[config.mk]
export PLATFORM = sky130hd
export DESIGN_NAME = rggen_bit_field_w01c_event_flat
export DESIGN_NICKNAME = d
export VERILOG_FILES = /design/src/rtl/rggen_bit_field_w01c_event_if.sv /design/src/rtl/rggen_bit_field_w01c_event.sv /design/src/flat_wrapper.sv
export SDC_FILE = /design/constraint.sdc
export NUM_CORES = 1
export LEC_CHECK = 0
export CAP_MARGIN = 20
export CORE_MARGIN = 8
export CORE_UTILIZATION = 25
export DETAILED_ROUTE_END_ITERATION = 7
export GPL_ROUTABILITY_DRIVEN = 0
export PLACE_DENSITY = 0.83
export SYNTH_ARGS = -nofsm -noshare
export SYNTH_HDL_FRONTEND = slang
export SYNTH_SLANG_ARGS = --single-unit
export TNS_END_PERCENT = 1
[constraint.sdc]
create_clock -name i_clk -period 2.22 [get_ports i_clk]
set_clock_uncertainty 0.2 [all_clocks]
set_input_delay 0.444 -clock i_clk [delete_from_list [all_inputs] [get_ports i_clk]]
set_output_delay 0.444 -clock i_clk [all_outputs]
set_load 0.03 [all_outputs]
[src/rtl/rggen_bit_field_w01c_event_if.sv]
// rggen_bit_field_if
//   Register-access bundle between a generated register and one of its bit
//   fields.
//   Parameter:
//     WIDTH : width of the field's data path.
//   Signals:
//     valid      : an access to the register is active this cycle.
//     write_data : data written by software.
//     write_mask : per-bit write enable; all zero means no write.
//     read_data  : data the field returns to the register read mux.
//     value      : current raw contents of the field.
//   Modports:
//     bit_field  : the bit-field side (takes the access, returns data).
//     register   : the register side (issues the access).
interface rggen_bit_field_if #(
  parameter int WIDTH = 8
);
  logic             valid;
  logic [WIDTH-1:0] write_data;
  logic [WIDTH-1:0] write_mask;
  logic [WIDTH-1:0] read_data;
  logic [WIDTH-1:0] value;

  modport bit_field (
    input  valid,
    input  write_data,
    input  write_mask,
    output read_data,
    output value
  );

  modport register (
    output valid,
    output write_data,
    output write_mask,
    input  read_data,
    input  value
  );
endinterface

[src/rtl/rggen_bit_field_w01c_event.sv]
// rggen_bit_field_w01c_event
//   Event/status bit field. Each bit captures a hardware event (edge or
//   level, chosen per bit), stays set until software clears it, and feeds
//   a registered, masked interrupt request.
//
//   Optional feature: define RGGEN_W01C_EVENT_OVERFLOW_EN to build sticky
//   per-bit overflow flags and the o_overflow port.
//
//   Parameters:
//     CLEAR_VALUE   : 2'b00 write-0-clear, 2'b01 write-1-clear,
//                     other = any write clears every bit.
//     WRITE_ONLY    : 1 forces read_data to zero.
//     WIDTH         : number of event bits.
//     INITIAL_VALUE : status value loaded by reset.
//     EDGE_MODE     : per bit, 1 = rising-edge capture, 0 = level capture.
//   Ports:
//     i_clk            : clock.
//     i_rst_n          : synchronous active-low reset.
//     bit_field_if     : register access (valid/write_data/write_mask in,
//                        read_data/value out).
//     i_set            : hardware event inputs.
//     i_mask           : per-bit read/interrupt enable (1 = enabled).
//     o_value          : status & i_mask.
//     o_value_unmasked : raw status.
//     o_irq            : registered OR of the masked status.
//     o_overflow       : sticky overflow flags (only with the macro).
module rggen_bit_field_w01c_event #(
  parameter logic [1:0]       CLEAR_VALUE   = 2'b00,
  parameter bit               WRITE_ONLY    = 1'b0,
  parameter int               WIDTH         = 8,
  parameter logic [WIDTH-1:0] INITIAL_VALUE = '0,
  parameter logic [WIDTH-1:0] EDGE_MODE     = '0
)(
  input  logic                  i_clk,
  input  logic                  i_rst_n,
  rggen_bit_field_if.bit_field  bit_field_if,
  input  logic [WIDTH-1:0]      i_set,
  input  logic [WIDTH-1:0]      i_mask,
  output logic [WIDTH-1:0]      o_value,
  output logic [WIDTH-1:0]      o_value_unmasked,
  output logic                  o_irq
`ifdef RGGEN_W01C_EVENT_OVERFLOW_EN
  ,
  output logic [WIDTH-1:0]      o_overflow
`endif
);

  logic [WIDTH-1:0] value;
  logic [WIDTH-1:0] set_q;
  logic [WIDTH-1:0] set_ev;
  logic [WIDTH-1:0] clear;
  logic             irq_q;

  // Edge-mode bits fire only on a 0->1 transition of i_set; level-mode
  // bits fire every cycle i_set is high.
  always_comb begin
    set_ev = (EDGE_MODE & i_set & ~set_q) | (~EDGE_MODE & i_set);
  end

  always_comb begin
    clear = '0;
    if (bit_field_if.valid && (bit_field_if.write_mask != '0)) begin
      case (CLEAR_VALUE)
        2'b00:   clear = bit_field_if.write_mask & ~bit_field_if.write_data;
        2'b01:   clear = bit_field_if.write_mask &  bit_field_if.write_data;
        default: clear = '1;
      endcase
    end
  end

  // Set is OR'ed in after the clear so an event wins over a clear on the
  // same bit in the same cycle.
  always_ff @(posedge i_clk) begin
    if (!i_rst_n) begin
      value <= INITIAL_VALUE;
      set_q <= '0;
      irq_q <= 1'b0;
    end else begin
      value <= (value & ~clear) | set_ev;
      set_q <= i_set;
      irq_q <= |(value & i_mask);
    end
  end

`ifdef RGGEN_W01C_EVENT_OVERFLOW_EN
  logic [WIDTH-1:0] overflow;

  // A new event on a bit that is already pending is an overflow; the clear
  // is applied last so it wins over a simultaneous overflow condition.
  always_ff @(posedge i_clk) begin
    if (!i_rst_n) begin
      overflow <= '0;
    end else begin
      overflow <= (overflow | (set_ev & value)) & ~clear;
    end
  end

  assign o_overflow = overflow;
`endif

  assign o_value_unmasked       = value;
  assign o_value                = value & i_mask;
  assign o_irq                  = irq_q;
  assign bit_field_if.value     = value;
  assign bit_field_if.read_data = WRITE_ONLY ? '0 : (value & i_mask);

endmodule

[src/flat_wrapper.sv]
// flat-port wrapper written by rule: the top's interface ports become plain ports
module rggen_bit_field_w01c_event_flat 
#(
  parameter logic [1:0]       CLEAR_VALUE   = 2'b00,
  parameter bit               WRITE_ONLY    = 1'b0,
  parameter int               WIDTH         = 8,
  parameter logic [WIDTH-1:0] INITIAL_VALUE = '0,
  parameter logic [WIDTH-1:0] EDGE_MODE     = '0
)
  (i_clk, i_rst_n, i_set, i_mask, o_value, o_value_unmasked, o_irq, bit_field_if_valid, bit_field_if_write_data, bit_field_if_write_mask, bit_field_if_read_data, bit_field_if_value);
  rggen_bit_field_if #(.WIDTH(WIDTH)) bit_field_if_i ();
  input  logic i_clk;
  input  logic i_rst_n;
  input  logic [WIDTH-1:0] i_set;
  input  logic [WIDTH-1:0] i_mask;
  output logic [WIDTH-1:0] o_value;
  output logic [WIDTH-1:0] o_value_unmasked;
  output logic o_irq;
  input wire logic [$bits(bit_field_if_i.valid)-1:0] bit_field_if_valid;
  input wire logic [$bits(bit_field_if_i.write_data)-1:0] bit_field_if_write_data;
  input wire logic [$bits(bit_field_if_i.write_mask)-1:0] bit_field_if_write_mask;
  output wire logic [$bits(bit_field_if_i.read_data)-1:0] bit_field_if_read_data;
  output wire logic [$bits(bit_field_if_i.value)-1:0] bit_field_if_value;
  assign bit_field_if_i.valid = bit_field_if_valid;
  assign bit_field_if_i.write_data = bit_field_if_write_data;
  assign bit_field_if_i.write_mask = bit_field_if_write_mask;
  assign bit_field_if_read_data = bit_field_if_i.read_data;
  assign bit_field_if_value = bit_field_if_i.value;
  rggen_bit_field_w01c_event #(.CLEAR_VALUE(CLEAR_VALUE), .WRITE_ONLY(WRITE_ONLY), .WIDTH(WIDTH), .INITIAL_VALUE(INITIAL_VALUE), .EDGE_MODE(EDGE_MODE)) u_core (.i_clk(i_clk), .i_rst_n(i_rst_n), .bit_field_if(bit_field_if_i), .i_set(i_set), .i_mask(i_mask), .o_value(o_value), .o_value_unmasked(o_value_unmasked), .o_irq(o_irq));
endmodule
==> results of run 1 <==
## synth_stat cells
master	count
o41a_1	1
buf_4	16
nand3b_1	8
dfxtp_1	9
nor2b_1	8
or4_1	1
or2_2	1
a21oi_1	8
and2_4	1
and2_1	7
clkbuf_1	1
## registers in the layout, summed over array words and instances (netlist names)
| name | count |
|---|---|
| u_core.o_irq | 1 |
| u_core.bit_field_if.value | 8 |
## metrics by stage
stage	instance area (um2)	hold WS, ps
floorplan	532	372
global placement	1070	330
detailed placement	1070	343
CTS	1100	353
global route	1100	375
finish	1100	350
## cell usage in the layout (no fill, tap or decap)
cell / instances
clkbuf_1: 1
a21oi_1: 8
dfxtp_1: 9
or2_2: 1
nand3b_1: 8
clkbuf_4: 3
and2_1: 7
and2_4: 1
clkdlybuf4s50_1: 51
buf_4: 16
o41a_1: 1
nor2b_1: 8
or4_1: 1
## area by class of cell
type                       count  area (um2)  area share
clock buffer                   4        26.3      0.0239
multi-input combinational     35         228       0.207
sequential                     9         180       0.164
tap                           27        33.8      0.0308
timing repair buffer          67         631       0.574
## power groups by stage
stage,clock network (W),registers (W),logic [W]
finish,0.000123,0.000184,0.000241
global route,0.000138,0.000186,0.000253
CTS,0.000131,0.000184,0.000244
detailed placement,0,0.000188,0.000243
global placement,0,0.000187,0.000241
floorplan,0,0.000211,0.000108
## logic make-up (layout without fill, tap and decap cells)
family | count (synthesis) | after routing | share of synthesized area
AO/OA/AOI/OAI | 9 | 9 | 0.0965
buffers and inverters | 17 | 71 | 0.233
flip-flops | 9 | 9 | 0.339
AND/OR/NAND/NOR | 26 | 26 | 0.332
## worst min-delay path, cell delays in order, from the launching register on
cell,delay [ps]
dfxtp_1,330
a21oi_1,130
nor2b_1,50
## worst min path at each step
| stage | start | to | slack (ps) |
|---|---|---|---|
| 2_1_floorplan | i_rst_n | u_core.bit_field_if.value[0] | 370 |
| 3_3_place_gp | u_core.bit_field_if.value[0] | u_core.bit_field_if.value[0] | 330 |
| 3_5_place_dp | u_core.bit_field_if.value[4] | u_core.bit_field_if.value[4] | 340 |
| 4_1_cts | u_core.bit_field_if.value[4] | u_core.bit_field_if.value[4] | 350 |
| 5_1_grt | u_core.bit_field_if.value[4] | u_core.bit_field_if.value[4] | 370 |
| 6_report | u_core.bit_field_if.value[1] | u_core.bit_field_if.value[1] | 350 |
## routing by layer
layer  vias to the layer above  wire (um)  part of all wire
li1                        299          -                 -
met1                       262        721              0.36
met2                        33       1060              0.54
met3                         2        189             0.095
met4                         0         10            0.0050
met5                         -          0                 0
==> run metrics, run 1 <==
status finished clean; number of global-route vias before repair 649; CP endpoint kind primary output; CTS tree done; Total GRT Usage 0.0981; Post-DP HPWL 1.74 mm; Ports 68; Post-CTS Setup Inserts 0; hold buffers post-CTS 0; CP Launch Point u_core.bit_field_if.value[4]; Max Root-Sink Buffers 2; post-synthesis cell count 61; Final Total Pwr 0.000547 W; initial antenna violation count 0; crit-path leading delay family buffers and inverters; Synth top area share 0.339; Worst VDD drop 0.346 mV; DR vias 596; reg2reg start u_core.bit_field_if.value[3]; RR Endpoint u_core.o_irq; H-Tree Level Count 1; Clock Tree Root clkbuf_4; Crit Path Category reg -> out; CTS Buf Count 3; Synth area leaders dfxtp_1, buf_4, nand3b_1; post-cts sizing count 0; Initial Util 0.268; core area 1980 um2; unrepaired setup endpoints after global routing no; DRT Wirelength 1.98 mm; Yosys cell types 11; sequential-to-total area share from yosys stat 0.339; Area growth, synth to finish 107%; switching power 0.000180 W; Internal Pwr Total 0.000367 W; worst path arrival time 1330 ps; final count of hold timing violations 0; Finished Layout Cells 142; pin count of the biggest net entering global routing 10; Cells after DPL 138; met2 usage 0.182; Clock Latency Late Sink 250 ps; largest area contributor in the netlist dfxtp_1; Synth Register Bits 9; routing usage on met3 0.0609; Startpoint Class flop; global-route wire length before repair 3.14 mm; Post-Syn Area per Cell 8.72 um2; crit-path cells clkdlybuf4s50_1; Stages on worst setup path 1; Cell Area, Synth 532 um2; R2R cell count 3; Die Span Y 62.1 um; Worst Path Required 1580 ps; Worst Tran Pin Value 347 ps; final core occ 0.554; DRT antenna net count 0; f_max 0.507 GHz; post-route clock period utilization 0.889; drt wl/cell 14.0 um; Congestion Overflow GR 0; hold path cells 2; Final min period 1970 ps; drt drc 0; # setup viols final 0; Hold WC Path Type reg -> reg; Reg clk slew, reported paths 60 ps; Max Cap Viol 0; Synth Warn # 0; normalized max-slew margin 0.768; drt initial violations 8; M1 GR Usage 0.0881; post-synthesis net count 96; clock sinks 9; r2r setup slk 560 ps; Die Area 3860 um2; Max stage delay on crit path 700 ps; final layout net count 151; switching part of the total 0.328; share of layout cells above drive strength 1 0.183; row cnt 16; DR vias/cell 4.20; Critical Path Fanout Max 4; combinational share of power 0.440; Clock Power Share 0.224; PortBufs 67; Pins Over Slew Limit 0; DRT Pass-1 Iters 2; P_leak 0.449 nW; DIE WIDTH 62.1 um; busiest metal layer after global routing met2; PD cells 498 nW/um2; end of the critical path bit_field_if_value[4]; critical path's slowest cell clkdlybuf4s50_1; sequential power share 0.336; WP buf/inv 1; Setup WS pre-CTS 64.2 ps; fin worst setup slack 246 ps; antenna cells 0; fillers 174; setup TNS 0 ps
Note: power is estimated with default switching activity, not from simulation.
==> run 2, diff against run 1 <==
==> constraint.sdc (replaced) <==
create_clock -name i_clk -period 2.22 [get_ports i_clk]
set_clock_uncertainty 0.2 [all_clocks]
set_input_delay 0.222 -clock i_clk [delete_from_list [all_inputs] [get_ports i_clk]]
set_output_delay 0.222 -clock i_clk [all_outputs]
set_load 0.1 [all_outputs]
==> run metrics, run 2 (synthesis results as in run 1) <==
Ports 68; worst path arrival time 1640 ps; Worst Tran Pin Value 328 ps; Clock Tree Root clkbuf_4; PD cells 629 nW/um2; routing usage on met3 0.0448; crit-path cells and2_2 -> or4_1 -> o41a_1; core area 1980 um2; Pins Over Slew Limit 0; Area growth, synth to finish 138%; DRT Pass-1 Iters 4; Setup WS pre-CTS 253 ps; drt wl/cell 15.0 um; final count of hold timing violations 0; Total GRT Usage 0.108; CTS tree done; antenna cells 0; drt initial violations 17; CP endpoint kind flop; Max Cap Viol 0; max reg flops 8; commonest cells after routing, fill and taps aside clkdlybuf4s50_1, buf_4, buf_12; number of global-route vias before repair 643; Clock Latency Late Sink 260 ps; register bank with the most flops u_core.bit_field_if.value; Initial Util 0.268; Reg clk slew, reported paths 60 ps; row cnt 16; Congestion Overflow GR 0; commonest non-fill, non-tap cell in the layout clkdlybuf4s50_1; drt drc 0; f_max 0.590 GHz; Post-DP HPWL 1.88 mm; Die Span Y 62.1 um; CTS Buf Count 3; Die Area 3860 um2; DR vias 600; final layout net count 151; Placed Area 1240 um2; share of layout cells above drive strength 1 0.400; fin area 1270 um2; initial antenna violation count 0; # setup viols final 0; normalized max-slew margin 0.780; Worst VDD drop 0.401 mV; post-route clock period utilization 0.763; busiest metal layer after global routing met2; Max Root-Sink Buffers 2; DRT Wirelength 2.13 mm; Startpoint Class flop; hold buffers post-CTS 0; Critical Path Fanout Max 4; Hold WC Path Type reg -> reg; fin worst setup slack 527 ps; clock sinks 9; Post-CTS Setup Inserts 0; DRT antenna net count 0; M1 GR Usage 0.105; pin count of the biggest net entering global routing 10; Crit Path Category reg -> reg; post-cts sizing count 0; DIE WIDTH 62.1 um; setup TNS 0 ps; unrepaired setup endpoints after global routing no; DR vias/cell 4.23; P_leak 0.529 nW; status finished clean; Final Total Pwr 0.000797 W; H-Tree Level Count 1; Max stage delay on crit path 500 ps; Worst Path Required 2170 ps; PortBufs 67; global-route wire length before repair 3.37 mm; Final min period 1690 ps; met2 usage 0.197; critical path's slowest cell or4_1
[run 2: cell types whose count changed in the layout (fill, tap and decap cells not counted), sizes merged]
| cell | previous run | this run |
|---|---|---|
| clkdlybuf4s50 | 51 | 34 |
| buf | 16 | 33 |
[run 2: final cells by class]
type / instances / area (um2)
repair buffers: 67 / 788
fillers: 163 / 716
multi-input cells: 35 / 236
flip-flops and latches: 9 / 181
well taps: 27 / 33.8
clock buffers: 4 / 26.3
[run 2: critical path, delay by kind of cell (launching register included)]
| kind | cells | cell delay (ps) |
|---|---|---|
| AO/OA/AOI/OAI | 1 | 310 |
| flip-flops | 1 | 330 |
| AND/OR/NAND/NOR | 2 | 740 |
[run 2: report_power, final]
part           switching [W]  internal, W  total (W)
registers          0.0000105     0.000174   0.000185
logic               0.000326     0.000156   0.000481
clock network      0.0000616    0.0000695   0.000131
[run 2: stage by stage]
| stage | std cells | util | hold WS (ps) |
|---|---|---|---|
| after floorplan | 61 | - | 150 |
| after global placement | 138 | 0.626 | 316 |
| after detailed placement | 138 | 0.626 | 337 |
| after CTS | 142 | 0.639 | 348 |
| after global routing | 142 | 0.639 | 373 |
| final | 142 | 0.639 | 345 |
[run 2: path summary, 6_finish.rpt]
kind | start | to | slack, ps | cells past startpoint
worst max-delay path | u_core.bit_field_if.value[3] | u_core.o_irq | 530 | 3
worst min-delay path | u_core.bit_field_if.value[3] | u_core.bit_field_if.value[3] | 340 | 2
worst max register to register | u_core.bit_field_if.value[3] | u_core.o_irq | 530 | 3
worst min register to register | u_core.bit_field_if.value[3] | u_core.bit_field_if.value[3] | 340 | 2
[run 2: routing by layer]
metal  wire (um)  vias to the layer above
met3         179                        4
met5           0                        -
met4          30                        0
met2        1140                       38
met1         781                      264
li1            -                      294
